<file path="src/rtl/sccb_init_sequencer.sv">
// Camera bring-up sequencer: walks a (register, value) ROM table, issuing one SCCB write per
// entry with optional read-back verify, bounded retries and programmed millisecond delays.
module sccb_init_sequencer #(
    parameter int unsigned AW         = 8,
    parameter logic [7:0]  DEV_ID     = 8'h42,
    parameter int unsigned CLK_PER_MS = 100000,
    parameter int unsigned MAX_RETRY  = 3,
    parameter int unsigned VERIFY     = 1
) (
    input  logic          sys_clock_i,
    input  logic          reset_i,
    input  logic          go_i,
    output logic [AW-1:0] rom_addr_o,
    input  logic [15:0]   rom_data_i,
    output logic          sccb_start_o,
    output logic [7:0]    sccb_id_o,
    output logic [7:0]    sccb_reg_o,
    output logic [7:0]    sccb_wdata_o,
    input  logic          sccb_busy_i,
    input  logic          sccb_done_i,
    input  logic          sccb_nack_i,
    input  logic [7:0]    sccb_rdata_i,
    output logic          busy_o,
    output logic          done_o,
    output logic          error_o,
    output logic [AW-1:0] err_index_o
);

    localparam int unsigned DW = $clog2(255 * CLK_PER_MS + 1);
    localparam int unsigned RW = (MAX_RETRY > 0) ? $clog2(MAX_RETRY + 1) : 1;

    localparam logic [DW-1:0] ClkPerMs      = DW'(CLK_PER_MS);
    localparam logic [DW-1:0] EntryOverhead = DW'(3);
    localparam logic [RW-1:0] MaxRetry      = RW'(MAX_RETRY);
    localparam logic [7:0]    RdId          = DEV_ID | 8'h01;

    localparam logic [3:0] StIdle   = 4'd0;
    localparam logic [3:0] StFetch  = 4'd1;
    localparam logic [3:0] StDecode = 4'd2;
    localparam logic [3:0] StWrReq  = 4'd3;
    localparam logic [3:0] StWrWait = 4'd4;
    localparam logic [3:0] StRdReq  = 4'd5;
    localparam logic [3:0] StRdWait = 4'd6;
    localparam logic [3:0] StDelay  = 4'd7;
    localparam logic [3:0] StDone   = 4'd8;
    localparam logic [3:0] StError  = 4'd9;

    logic [3:0]    state_q, state_d;
    logic [AW-1:0] index_q, index_d;
    logic [RW-1:0] retry_q, retry_d;
    logic [DW-1:0] delay_q, delay_d;
    logic [7:0]    reg_q, reg_d;
    logic [7:0]    val_q, val_d;
    logic [7:0]    id_q, id_d;
    logic          start_q, start_d;
    logic [AW-1:0] err_index_q, err_index_d;

    logic [DW-1:0] delay_prod;
    logic [DW-1:0] delay_load;
    logic          advance;
    logic          retry_fail;

    // The fetch, decode and exit cycles are part of the wait, so an F0nn entry spans nn ms
    // measured from its own fetch to the fetch of the next entry.
    assign delay_prod = DW'(rom_data_i[7:0]) * ClkPerMs;
    assign delay_load = (delay_prod > EntryOverhead) ? (delay_prod - EntryOverhead) : '0;

    always_comb begin
        state_d     = state_q;
        index_d     = index_q;
        retry_d     = retry_q;
        delay_d     = delay_q;
        reg_d       = reg_q;
        val_d       = val_q;
        id_d        = id_q;
        start_d     = 1'b0;
        err_index_d = err_index_q;
        advance     = 1'b0;
        retry_fail  = 1'b0;

        case (state_q)
            StIdle, StDone, StError: begin
                if (go_i) begin
                    state_d     = StFetch;
                    index_d     = '0;
                    retry_d     = '0;
                    err_index_d = '0;
                end
            end
            StFetch:  state_d = StDecode;
            StDecode: begin
                if (rom_data_i == 16'hFFFF) begin
                    state_d = StDone;
                end else if (rom_data_i[15:8] == 8'hF0) begin
                    delay_d = delay_load;
                    state_d = StDelay;
                end else begin
                    reg_d   = rom_data_i[15:8];
                    val_d   = rom_data_i[7:0];
                    state_d = StWrReq;
                end
            end
            StWrReq: begin
                if (!sccb_busy_i) begin
                    start_d = 1'b1;
                    id_d    = DEV_ID;
                    state_d = StWrWait;
                end
            end
            StWrWait: begin
                if (sccb_done_i) begin
                    if (sccb_nack_i)      retry_fail = 1'b1;
                    else if (VERIFY != 0) state_d    = StRdReq;
                    else                  advance    = 1'b1;
                end
            end
            StRdReq: begin
                if (!sccb_busy_i) begin
                    start_d = 1'b1;
                    id_d    = RdId;
                    state_d = StRdWait;
                end
            end
            StRdWait: begin
                if (sccb_done_i) begin
                    if (sccb_nack_i || (sccb_rdata_i != val_q)) retry_fail = 1'b1;
                    else                                         advance    = 1'b1;
                end
            end
            StDelay: begin
                if (delay_q == '0) advance = 1'b1;
                else               delay_d = delay_q - DW'(1);
            end
            default: state_d = StIdle;
        endcase

        if (retry_fail) begin
            if (retry_q < MaxRetry) begin
                retry_d = retry_q + RW'(1);
                state_d = StWrReq;
            end else begin
                err_index_d = index_q;
                state_d     = StError;
            end
        end

        // Running off the end of the address space means the table had no terminator.
        if (advance) begin
            retry_d = '0;
            if (index_q == {AW{1'b1}}) begin
                err_index_d = {AW{1'b1}};
                state_d     = StError;
            end else begin
                index_d = index_q + AW'(1);
                state_d = StFetch;
            end
        end
    end

    always_ff @(posedge sys_clock_i or posedge reset_i) begin
        if (reset_i) begin
            state_q     <= StIdle;
            index_q     <= '0;
            retry_q     <= '0;
            delay_q     <= '0;
            reg_q       <= '0;
            val_q       <= '0;
            id_q        <= '0;
            start_q     <= 1'b0;
            err_index_q <= '0;
        end else begin
            state_q     <= state_d;
            index_q     <= index_d;
            retry_q     <= retry_d;
            delay_q     <= delay_d;
            reg_q       <= reg_d;
            val_q       <= val_d;
            id_q        <= id_d;
            start_q     <= start_d;
            err_index_q <= err_index_d;
        end
    end

    assign rom_addr_o   = index_q;
    assign sccb_start_o = start_q;
    assign sccb_id_o    = id_q;
    assign sccb_reg_o   = reg_q;
    assign sccb_wdata_o = val_q;
    assign busy_o       = (state_q != StIdle) && (state_q != StDone) && (state_q != StError);
    assign done_o       = (state_q == StDone);
    assign error_o      = (state_q == StError);
    assign err_index_o  = err_index_q;

endmodule

</file>
<file path="config.mk">
export PLATFORM = sky130hd
export DESIGN_NAME = sccb_init_sequencer
export DESIGN_NICKNAME = d
export VERILOG_FILES = /design/src/rtl/sccb_init_sequencer.sv
export SDC_FILE = /design/constraint.sdc
export NUM_CORES = 1
export LEC_CHECK = 0
export ABC_AREA = 1
export CORE_MARGIN = 8
export CORE_UTILIZATION = 35
export CTS_BUF_LIST = sky130_fd_sc_hd__clkbuf_4
export CTS_CLUSTER_SIZE = 24
export DETAILED_ROUTE_END_ITERATION = 7
export PLACE_DENSITY = 0.58
export SLEW_MARGIN = 20
export SYNTH_ARGS = -nofsm -noshare
export SYNTH_HDL_FRONTEND = slang
export SYNTH_SLANG_ARGS = --single-unit
</file>
<file path="constraint.sdc">
create_clock -name sys_clock_i -period 3.15 [get_ports sys_clock_i]
set_clock_uncertainty 0.05 [all_clocks]
set_input_delay 0.63 -clock sys_clock_i [delete_from_list [all_inputs] [get_ports sys_clock_i]]
set_output_delay 0.63 -clock sys_clock_i [all_outputs]
set_load 0.1 [all_outputs]
</file>
After elaboration in Yosys (flattened, before gate mapping) --
Index checks and enable logic that the tools add are counted.
Operators by class: reduce and logical (&&, ||, !) cells 15, magnitude comparators 2, equal/unequal tests 26, multipliers 1, add/sub/neg operators 4, bitwise operators 2, muxes and demuxes 46
Operators with widths (count):
- $mux 25 | 4
- $mux 8 | 12
- $pmux 25 s2 | 1
- $mux 4 | 10
- $ne 4x4->1 const B | 7
- $pmux 4 s7 | 1
- $gt 25x2->1 const B | 1
- $logic_not 25->1 | 1
- $sub 25x1->25 const B | 1
- $sub 25x2->25 const B | 1
- $mul 8x12->20 const B | 1
- $eq 16x16->1 const B | 1
- $eq 4x3->1 const B | 4
- $eq 8x8->1 const B | 2
- $pmux 8 s2 | 1
- $mux 2 | 5
- $ne 2x2->1 const B | 5
- $mux 1 | 9
- $add 8x1->8 const B | 1
- $eq 4x2->1 const B | 2
- $eq 4x4->1 const B | 2
- $ne 8x8->1 | 1
- $reduce_and 3->1 | 2
- $reduce_and 6->1 | 1
- other kinds (15) | 20
Storage, ports and cells: flip-flop bits (word level) 72, logic and storage cells 105

Depth between registers and ports, before layout --
Gate-level depths: netlist of run 1.
depth in word-level cells 8, gate-level depth with buffers 24, depth with buffers taken out 24

Least setup slack after synthesis of run 1 --
Ideal clock, no wire load.
kind input -> register, start point input port rom_data_i[2], end point register delay_q[22], data arrival time 3.969 ns, stages on the path 20, path slack -0.986 ns, buffers on the path 1, path through ha_1 > ha_1 > inv_1 > fa_1 > inv_1 > fa_1 > ha_1 > nand3_1 > nand3_2 > nand2_1 > nand2_1 > xnor2_1 > nand2_1 > nor2_1 > nand2_1 > nor2_2 > nor2_4 > buf_6 > a21oi_2 > nor2_1
Between the ends: word-level cells in the longest chain between the ends 6, elaborated cells between the ends (all ways) 10, those cells by class 1 x add/sub; 1 x mul; 1 x order compare; 2 x eq/ne; 4 x mux; 1 x reduce/logical
RTL lines:
- from (decl) | line 14 | input logic [15:0] rom_data_i,
- $mul 8x12->20 | line 65 | assign delay_prod = DW'(rom_data_i[7:0]) * ClkPerMs;
- $sub 25x2->25 / $gt 25x2->1 (equally long branches) | line 66 | assign delay_load = (delay_prod > EntryOverhead) ? (delay_prod - EntryOverhead) : '0;
- $mux 25 | line 66
- $mux 25 | line 94 | end else if (rom_data_i[15:8] == 8'hF0) begin
- $mux 25 | line 92 | if (rom_data_i == 16'hFFFF) begin
- $pmux 25 s2 | line 81 | case (state_q)
- to (signal assigned) | line 175 | delay_q <= delay_d;
- to (decl) | line 51 | logic [DW-1:0] delay_q, delay_d;
Several ways; a longest one is shown, not always the timed one. The select of a mux whose other input is x is not followed. A chain may end at the register's enable or synchronous reset.

Worst setup path after layout of run 1 --
start point input port rom_data_i[4], end point register delay_q[24]
Same word-level chain as after synthesis.

==> qor.json, run 1 <==
{
  "finalWorstPathRequiredPeriod_ns": 3.82,
  "synth_top_family_by_area": "simple AND/OR/NAND/NOR gates",
  "initial_antenna_violation_count": 1,
  "ys_types": 42,
  "core_region_area_um2": 17800,
  "worstReg2RegStart": "delay_q[0]$_DFFE_PP0P_",
  "die_area_um2": 22400,
  "power_frac_comb_pct": 72.0,
  "synth.cell_area_um2": 6270,
  "timing.final.hold_violations": 0,
  "drc_errors": 0,
  "worst_r2r_endpoint": "err_index_o[5]$_DFF_PP0_",
  "route.detailed.wl_per_inst_um": 13.7,
  "detail_route.iter0.violations": 293,
  "wl_mm": 18.2,
  "timing.reg2reg.worst_path_depth": 10,
  "max_freq_ghz": 0.262,
  "cts-htree-levels": 3,
  "cts.sink_count": 66,
  "failed_checks": "setup timing",
  "multi_input_comb_area_um2": 4720,
  "routability_congestion_estimate_from_global_placement": 0.859,
  "dpl_cell_area_um2": 8010,
  "rrSetupSlack_ns": 0.69,
  "drv_cap": 0,
  "post-synth-top-area-fraction_pct": 26.4,
  "grt_setup_unrepaired": "yes",
  "edff_count_synth": 0,
  "synth_top_cell_by_area": "sky130_fd_sc_hd__dfrtp_1",
  "tritoncts.num_buffers": 9,
  "syn_area_per_cell_um2": 6.87,
  "final_net_count": 1188,
  "ff_latch_area_um2": 1650,
  "buffer_ports.inserted": 68,
  "layout-drive-gt1-share_pct": 32.2,
  "cts_hold_repair_buffers": 0,
  "run_status": "finished with violations",
  "p_total_mw": 7.32,
  "dpl.hpwl_mm": 14.3,
  "cts.clk_slew.worst_paths_ns": 0.14,
  "floorplan.rows": 49,
  "clock_latency_ns": 0.44,
  "synthTopCellsByArea": "sky130_fd_sc_hd__dfrtp_1, sky130_fd_sc_hd__nand2_1, sky130_fd_sc_hd__ha_1",
  "dominantRegCellSynth": "sky130_fd_sc_hd__dfrtp_1",
  "detail_route.vias_per_cell": 4.78,
  "initial_standard_cell_utilization_of_the_core_pct": 35.2,
  "yosysMostFrequentCell": "sky130_fd_sc_hd__nand2_1",
  "power_per_cell_area_nw_per_um2": 834,
  "first_global_vias": 6100,
  "cp_data_required_time_ns": 3.47,
  "synthesis.yosys.warnings": 0,
  "vias": 6326,
  "p_int_mw": 3.36,
  "last_element_of_the_critical_path": "delay_q[24]$_DFFE_PP0P_",
  "slowest_delay_ns": 0.57,
  "globalRouteTotalUtil_pct": 16.4,
  "clockRootBuffer": "sky130_fd_sc_hd__clkbuf_4",
  "dieWidth_um": 150,
  "ant_nets": 0,
  "synth_xor_xnor_area_share_pct": 3.35,
  "async_flop_share_pct": 100,
  "power.clock.fraction_pct": 8.0,
  "timing.setup.critical_path_class": "in2reg",
  "switching_share_pct": 54.1,
  "areaGrowthSynthToFinish_pct": 40.1,
  "startpoint_type": "input port",
  "crit_path_cell_trace": "buf_12 -> buf_4 -> ha_4 -> fa_1 -> fa_2 -> ha_4 -> ha_4 -> nand2_2 -> nor2_1 -> nand3_2 -> nand4_1 -> nand2_4 -> nand2_2 -> nor2_2 -> nand2_2 -> nor2_4 -> nor2_4 -> buf_6 -> nand3_4 -> a21oi_2",
  "timing_max_transition_violations_final": 0,
  "place_ws_ns": -1.65,
  "grt_overflow": 0,
  "critical-path-slowest-cell": "sky130_fd_sc_hd__fa_2",
  "worstPathArrival_ns": 4.14,
  "synth_compound_area_share_pct": 9.56,
  "ys_seq_area_share_pct": 26.4,
  "worst_ir_drop_vdd_mv": 0.536,
  "synth-simple-area-share_pct": 34.1,
  "die_height_um": 150,
  "synthesized_area_fraction_occupied_by_adder_cells_pct": 15.2,
  "p_switching_mw": 3.96,
  "multiplexer_area_fraction_after_synthesis_pct": 1.80,
  "crit_fanout": 5,
  "hold_path_class": "reg2reg",
  "maxSlewHeadroom_pct": 61.3,
  "crit_start": "rom_data_i[4]",
  "power_frac_seq_pct": 20.0,
  "worstMarginPinSlew_ns": 0.576,
  "final_period_utilization_pct": 121,
  "leakage_nw": 4.37,
  "ys_ff_latch": 66,
  "syn-instance-count": 912,
  "maximum_number_of_pins_on_one_net_before_global_route_repair": 28,
  "setup_violations": 24,
  "dr.pass1.iters": 4,
  "filler_cell_count": 1782,
  "post_synth_most_frequent_cells": "sky130_fd_sc_hd__nand2_1, sky130_fd_sc_hd__inv_1, sky130_fd_sc_hd__nor2_1",
  "first_pass_grt_wire_length_mm": 30.0,
  "timing.final.ws_setup_ns": -0.667,
  "clock_tree.buffer_depth": 2,
  "postLayoutCellArea_um2": 8780,
  "tritoncts": "yes",
  "boundaryPins": 74,
  "worst_setup_path_end_kind": "register"
}
worst max-delay path: cells and delay by family:
family | cells | cell delay [ns]
and+or+nand+nor | 11 | 1.15
AOI/OAI and AO/OA | 1 | 0.13
adders and majority gates | 5 | 1.78
buffers and inverters | 3 | 0.45
area by class of cell:
| class | instances | share of cell area [%] |
|---|---|---|
| multi-input cells | 704 | 53.8 |
| flip-flops and latches | 66 | 18.8 |
| repair buffers | 181 | 17.2 |
| inverters | 127 | 5.43 |
| well taps | 229 | 3.26 |
| clock inverters | 7 | 0.784 |
| clock buffers | 9 | 0.769 |
| diodes | 1 | 0.0285 |
layout by cell type (no fill, tap or decap), types with 10 or more instances in the layout:
cell type and count:
sky130_fd_sc_hd__nand2_2 43, sky130_fd_sc_hd__mux2_2 10, sky130_fd_sc_hd__a21oi_2 22, sky130_fd_sc_hd__nand4_1 18, sky130_fd_sc_hd__o21ai_0 49, sky130_fd_sc_hd__nand2_4 16, sky130_fd_sc_hd__nand3_2 10, sky130_fd_sc_hd__clkdlybuf4s50_1 21
sky130_fd_sc_hd__nor2_1 106, sky130_fd_sc_hd__nand2_1 179, sky130_fd_sc_hd__buf_4 142, sky130_fd_sc_hd__ha_4 19, sky130_fd_sc_hd__ha_1 37, sky130_fd_sc_hd__dfrtp_1 66, sky130_fd_sc_hd__inv_1 116, sky130_fd_sc_hd__a21oi_1 27
sky130_fd_sc_hd__xor2_1 15, sky130_fd_sc_hd__nand3_1 55, sky130_fd_sc_hd__inv_2 11
worst min path at each step:
stage | slack, ns | from | endpoint | depth (start not counted)
4_1_cts | 0.46 | sccb_reg_o[0]$_DFFE_PP0P_ | sccb_reg_o[0]$_DFFE_PP0P_ | 2
5_1_grt | 0.49 | sccb_reg_o[0]$_DFFE_PP0P_ | sccb_reg_o[0]$_DFFE_PP0P_ | 2
2_1_floorplan | 0.44 | state_q[2]$_DFFE_PP0P_ | state_q[2]$_DFFE_PP0P_ | 2
3_5_place_dp | 0.43 | sccb_reg_o[0]$_DFFE_PP0P_ | sccb_reg_o[0]$_DFFE_PP0P_ | 2
6_report | 0.47 | sccb_reg_o[0]$_DFFE_PP0P_ | sccb_reg_o[0]$_DFFE_PP0P_ | 2
3_3_place_gp | 0.43 | sccb_reg_o[0]$_DFFE_PP0P_ | sccb_reg_o[0]$_DFFE_PP0P_ | 2
power groups by stage:
stage	sequential [mW]	combinational (mW)	clock, mW
floorplan	2.42	2.37	0
global placement	1.48	4.70	0
detailed placement	1.48	4.72	0
CTS	1.46	5.06	0.598
global route	1.52	5.74	0.630
finish	1.47	5.27	0.583
what timing repair did:
action / in CTS / in global routing
setup endpoints to repair: 24 / 24
cloned: 2 / 0
setup buffers: 14 / 1
resized for setup: 110 / 59
endpoints found under the hold margin: 0 / 0
pin swaps: 42 / 29
sequential cells by signal (all words and copies together), names as in the netlist:
register / count
sccb_id_o: 2
sccb_start_o: 1
retry_q: 2
state_q: 4
sccb_reg_o: 8
rom_addr_o: 8
delay_q: 25
err_index_o: 8
sccb_wdata_o: 8
routing by layer:
layer  up-vias  part of all wire [%]  GRT usage (%)
met3        17                   3.1           1.42
met1      2937                    45           20.6
li1       3292                     -              -
met2        80                    51           29.3
met5         -                     0              0
met4         0                   1.2           4.85
per-stage QoR:
step / util (%) / hold slack [ns] / cells / TNS (ns)
6_report: 49.4 / 0.468 / 1324 / -15.01
5_1_grt: 49.4 / 0.490 / 1324 / -18.10
4_1_cts: 48.1 / 0.464 / 1322 / -13.76
3_5_place_dp: 45.1 / 0.432 / 1290 / -39.28
3_3_place_gp: 45.1 / 0.429 / 1290 / -37.65
2_1_floorplan: - / 0.436 / 916 / -15.97
kinds of logic (layout without fill, tap and decap cells):
family                     count (synthesis)  count (layout)
and+or+nand+nor                          481             481
buffers and inverters                    146             324
AOI/OAI and AO/OA                        115             115
adders and majority gates                 69              69
DFF                                       66              66
xor gates and xnor gates                  24              24
muxes                                     10              10
other                                      1               6
Power figures use the tool's default switching activity.
==> inputs of run 2 (changes only) <==
- SKIP_LAST_GASP: unset -> 1
==> results of run 2 <==
Final layout, timing and power as in run 1 (identical DEF).
==> inputs of run 3 (changes only) <==
- REMOVE_ABC_BUFFERS: unset -> 1
==> run 3 against run 2 <==
  * The run still ends with setup timing left
  * Total power is 2.3% higher
  * Worst setup slack got worse by 0.064 ns
  * Critical path depth grew 4
  * Maximum frequency fell by 1.7%
  * Critical endpoint is now delay_q[14]$_DFFE_PP0P_
  * Largest power group unchanged
  * Die area unchanged
  * Via count is 1.9% higher
  * Final cell count increased by 0.83%
  * Non-clock buffer count is 10 higher
  * Sequential power about the same
  * Clock power fell by 2%
  * Core utilization grew 1.7 points
  * Worst hold slack worse by 0.013 ns
==> qor.json, run 3 (synthesis results as in run 1) <==
{
  "initial_antenna_violation_count": 0,
  "p_switching_mw": 4.08,
  "cts.sink_count": 66,
  "worstPathArrival_ns": 4.13,
  "routability_congestion_estimate_from_global_placement": 0.872,
  "worst_setup_path_end_kind": "register",
  "timing.final.ws_setup_ns": -0.731,
  "detail_route.vias_per_cell": 4.83,
  "tritoncts": "yes",
  "floorplan.rows": 49,
  "tritoncts.num_buffers": 9,
  "vias": 6444,
  "timing_max_transition_violations_final": 0,
  "grt_setup_unrepaired": "yes",
  "dieWidth_um": 150,
  "cts.clk_slew.worst_paths_ns": 0.12,
  "hold_path_class": "reg2reg",
  "timing.final.hold_violations": 0,
  "met1_usage_pct": 20.5,
  "cp_data_required_time_ns": 3.40,
  "boundaryPins": 74,
  "global_route_met2_usage_pct": 30.5,
  "final_period_utilization_pct": 123,
  "ant_nets": 0,
  "p_int_mw": 3.42,
  "wl_mm": 18.6,
  "globalRouteTotalUtil_pct": 17.0,
  "die_height_um": 150,
  "grt-busiest-layer": "met2",
  "max_freq_ghz": 0.258,
  "maximum_number_of_pins_on_one_net_before_global_route_repair": 67,
  "clock_tree.buffer_depth": 2,
  "setup_violations": 24,
  "flip_flop_count_of_the_largest_register_all_copies_and_words_added": 25,
  "drc_errors": 0,
  "layout-drive-gt1-share_pct": 34.5,
  "p_total_mw": 7.49,
  "timing.setup.critical_path_class": "in2reg",
  "die_area_um2": 22400,
  "switching_share_pct": 54.4,
  "clock_latency_ns": 0.41,
  "core_region_area_um2": 17800,
  "grt_overflow": 0,
  "detail_route.iter0.violations": 259,
  "power_per_cell_area_nw_per_um2": 824,
  "worst_ir_drop_vdd_mv": 0.580,
  "power_frac_comb_pct": 72.9,
  "max_flop_register": "delay_q",
  "crit_fanout": 6,
  "fin_worst_hold_slack_ns": 0.455,
  "run_status": "finished with violations",
  "final_cell_mix": "sky130_fd_sc_hd__nand2_1, sky130_fd_sc_hd__buf_4, sky130_fd_sc_hd__inv_1",
  "final_net_count": 1200,
  "power.clock.fraction_pct": 7.6,
  "startpoint_type": "input port",
  "buffer_ports.inserted": 68,
  "dr.pass1.iters": 4,
  "drv_cap": 0,
  "worstMarginPinSlew_ns": 0.491,
  "most_common_cell_after_layout_fill_and_taps_aside": "sky130_fd_sc_hd__nand2_1",
  "failed_checks": "setup timing",
  "initial_standard_cell_utilization_of_the_core_pct": 35.2,
  "dpl.hpwl_mm": 13.1,
  "first_pass_grt_wire_length_mm": 31.4,
  "first_global_vias": 6578,
  "power_frac_seq_pct": 19.4,
  "leakage_nw": 4.49,
  "clockRootBuffer": "sky130_fd_sc_hd__clkbuf_4",
  "route.detailed.wl_per_inst_um": 14.0,
  "met3_use_gr_pct": 2.51,
  "areaGrowthSynthToFinish_pct": 45.0,
  "finalWorstPathRequiredPeriod_ns": 3.88,
  "antenna_cells": 0,
  "maxSlewHeadroom_pct": 67.0,
  "cts-htree-levels": 3
}
==> run 3: changes by cell type in the layout (fill, tap and decap cells not counted), moves of 3 or more <==
cell,change
sky130_fd_sc_hd__a21oi_2,-6
sky130_fd_sc_hd__ha_1,-6
sky130_fd_sc_hd__nand2_1,-4
sky130_fd_sc_hd__a21oi_1,+6
sky130_fd_sc_hd__ha_4,+6
sky130_fd_sc_hd__buf_6,+4
sky130_fd_sc_hd__inv_4,+3
sky130_fd_sc_hd__nor2_1,-6
sky130_fd_sc_hd__nand2_4,+4
sky130_fd_sc_hd__nand3_4,+3
sky130_fd_sc_hd__nor2_4,+8
sky130_fd_sc_hd__buf_4,+7
==> run 3: timing repair <==
| item | in CTS | in global routing |
|---|---|---|
| setup endpoints to repair | 24 | 25 |
| setup buffers | 37 | 7 |
| hold buffers | 0 | 0 |
| pin swaps | 52 | 56 |
| gates resized for setup | 145 | 97 |
| cloned | 2 | 0 |
==> run 3: final timing paths <==
check	cells past startpoint	slack [ns]	startpoint	to
max reg2reg	10	0.67	delay_q[0]$_DFFE_PP0P_	err_index_o[2]$_DFF_PP0_
max	24	-0.73	rom_data_i[4]	delay_q[14]$_DFFE_PP0P_
min reg2reg	2	0.45	sccb_reg_o[1]$_DFFE_PP0P_	sccb_reg_o[1]$_DFFE_PP0P_
min	2	0.45	sccb_reg_o[1]$_DFFE_PP0P_	sccb_reg_o[1]$_DFFE_PP0P_
max in group asynchronous	3	2.18	reset_i	err_index_o[5]$_DFF_PP0_
min in group asynchronous	3	0.52	reset_i	sccb_wdata_o[6]$_DFFE_PP0P_
==> run 3: layout make-up <==
cell class	instances	area, um^2
Fill cell	1710	8690
Multi-Input combinational cell	706	4950
Sequential cell	66	1650
Timing Repair Buffer	191	1580
Inverter	127	484
Tap cell	229	287
Clock buffer	11	82.6
Clock inverter	5	55.1
==> run 3: critical path, cell delays in order <==
cell and delay, ns:
sky130_fd_sc_hd__buf_8 0.10, sky130_fd_sc_hd__buf_6 0.11, sky130_fd_sc_hd__ha_4 0.27, sky130_fd_sc_hd__fa_2 0.45, sky130_fd_sc_hd__fa_2 0.57, sky130_fd_sc_hd__ha_4 0.21, sky130_fd_sc_hd__ha_4 0.34, sky130_fd_sc_hd__nand2_4 0.07
sky130_fd_sc_hd__nand2_4 0.09, sky130_fd_sc_hd__nand2_2 0.05, sky130_fd_sc_hd__nand2_2 0.07, sky130_fd_sc_hd__inv_2 0.05, sky130_fd_sc_hd__nand2_2 0.07, sky130_fd_sc_hd__nand2_2 0.05, sky130_fd_sc_hd__nand2_2 0.09, sky130_fd_sc_hd__nand2_2 0.08
sky130_fd_sc_hd__nor2_4 0.13, sky130_fd_sc_hd__nand3_2 0.09, sky130_fd_sc_hd__nor2_4 0.14, sky130_fd_sc_hd__buf_12 0.13, sky130_fd_sc_hd__nor2_4 0.04, sky130_fd_sc_hd__buf_6 0.15, sky130_fd_sc_hd__nand3_1 0.07, sky130_fd_sc_hd__a21oi_1 0.07
==> run 3: layer usage <==
layer / up-vias / share of wire, %
met3: 31 / 3.1
met5: - / 0
met2: 107 / 51
met4: 0 / 2.0
met1: 2987 / 44
li1: 3319 / -
==> run 3: power groups by stage <==
stage,Sequential (mW),Clock [mW],Combinational (mW)
after CTS,1.45,0.599,5.00
after global placement,1.47,0,4.42
after detailed placement,1.47,0,4.44
after floorplan,2.44,0,2.10
after global routing,1.52,0.646,5.91
final,1.45,0.573,5.47
==> run 3: through the flow <==
stage	setup TNS [ns]	setup WS, ns	instances	util (%)	area (um^2)
2_1_floorplan	-22.19	-1.02	897	-	6160
3_3_place_gp	-42.22	-1.82	1280	43.4	7710
3_5_place_dp	-43.55	-1.91	1280	43.4	7710
4_1_cts	-13.62	-0.592	1335	49.1	8730
5_1_grt	-17.74	-0.797	1335	51.1	9090
6_report	-16.27	-0.731	1335	51.1	9090
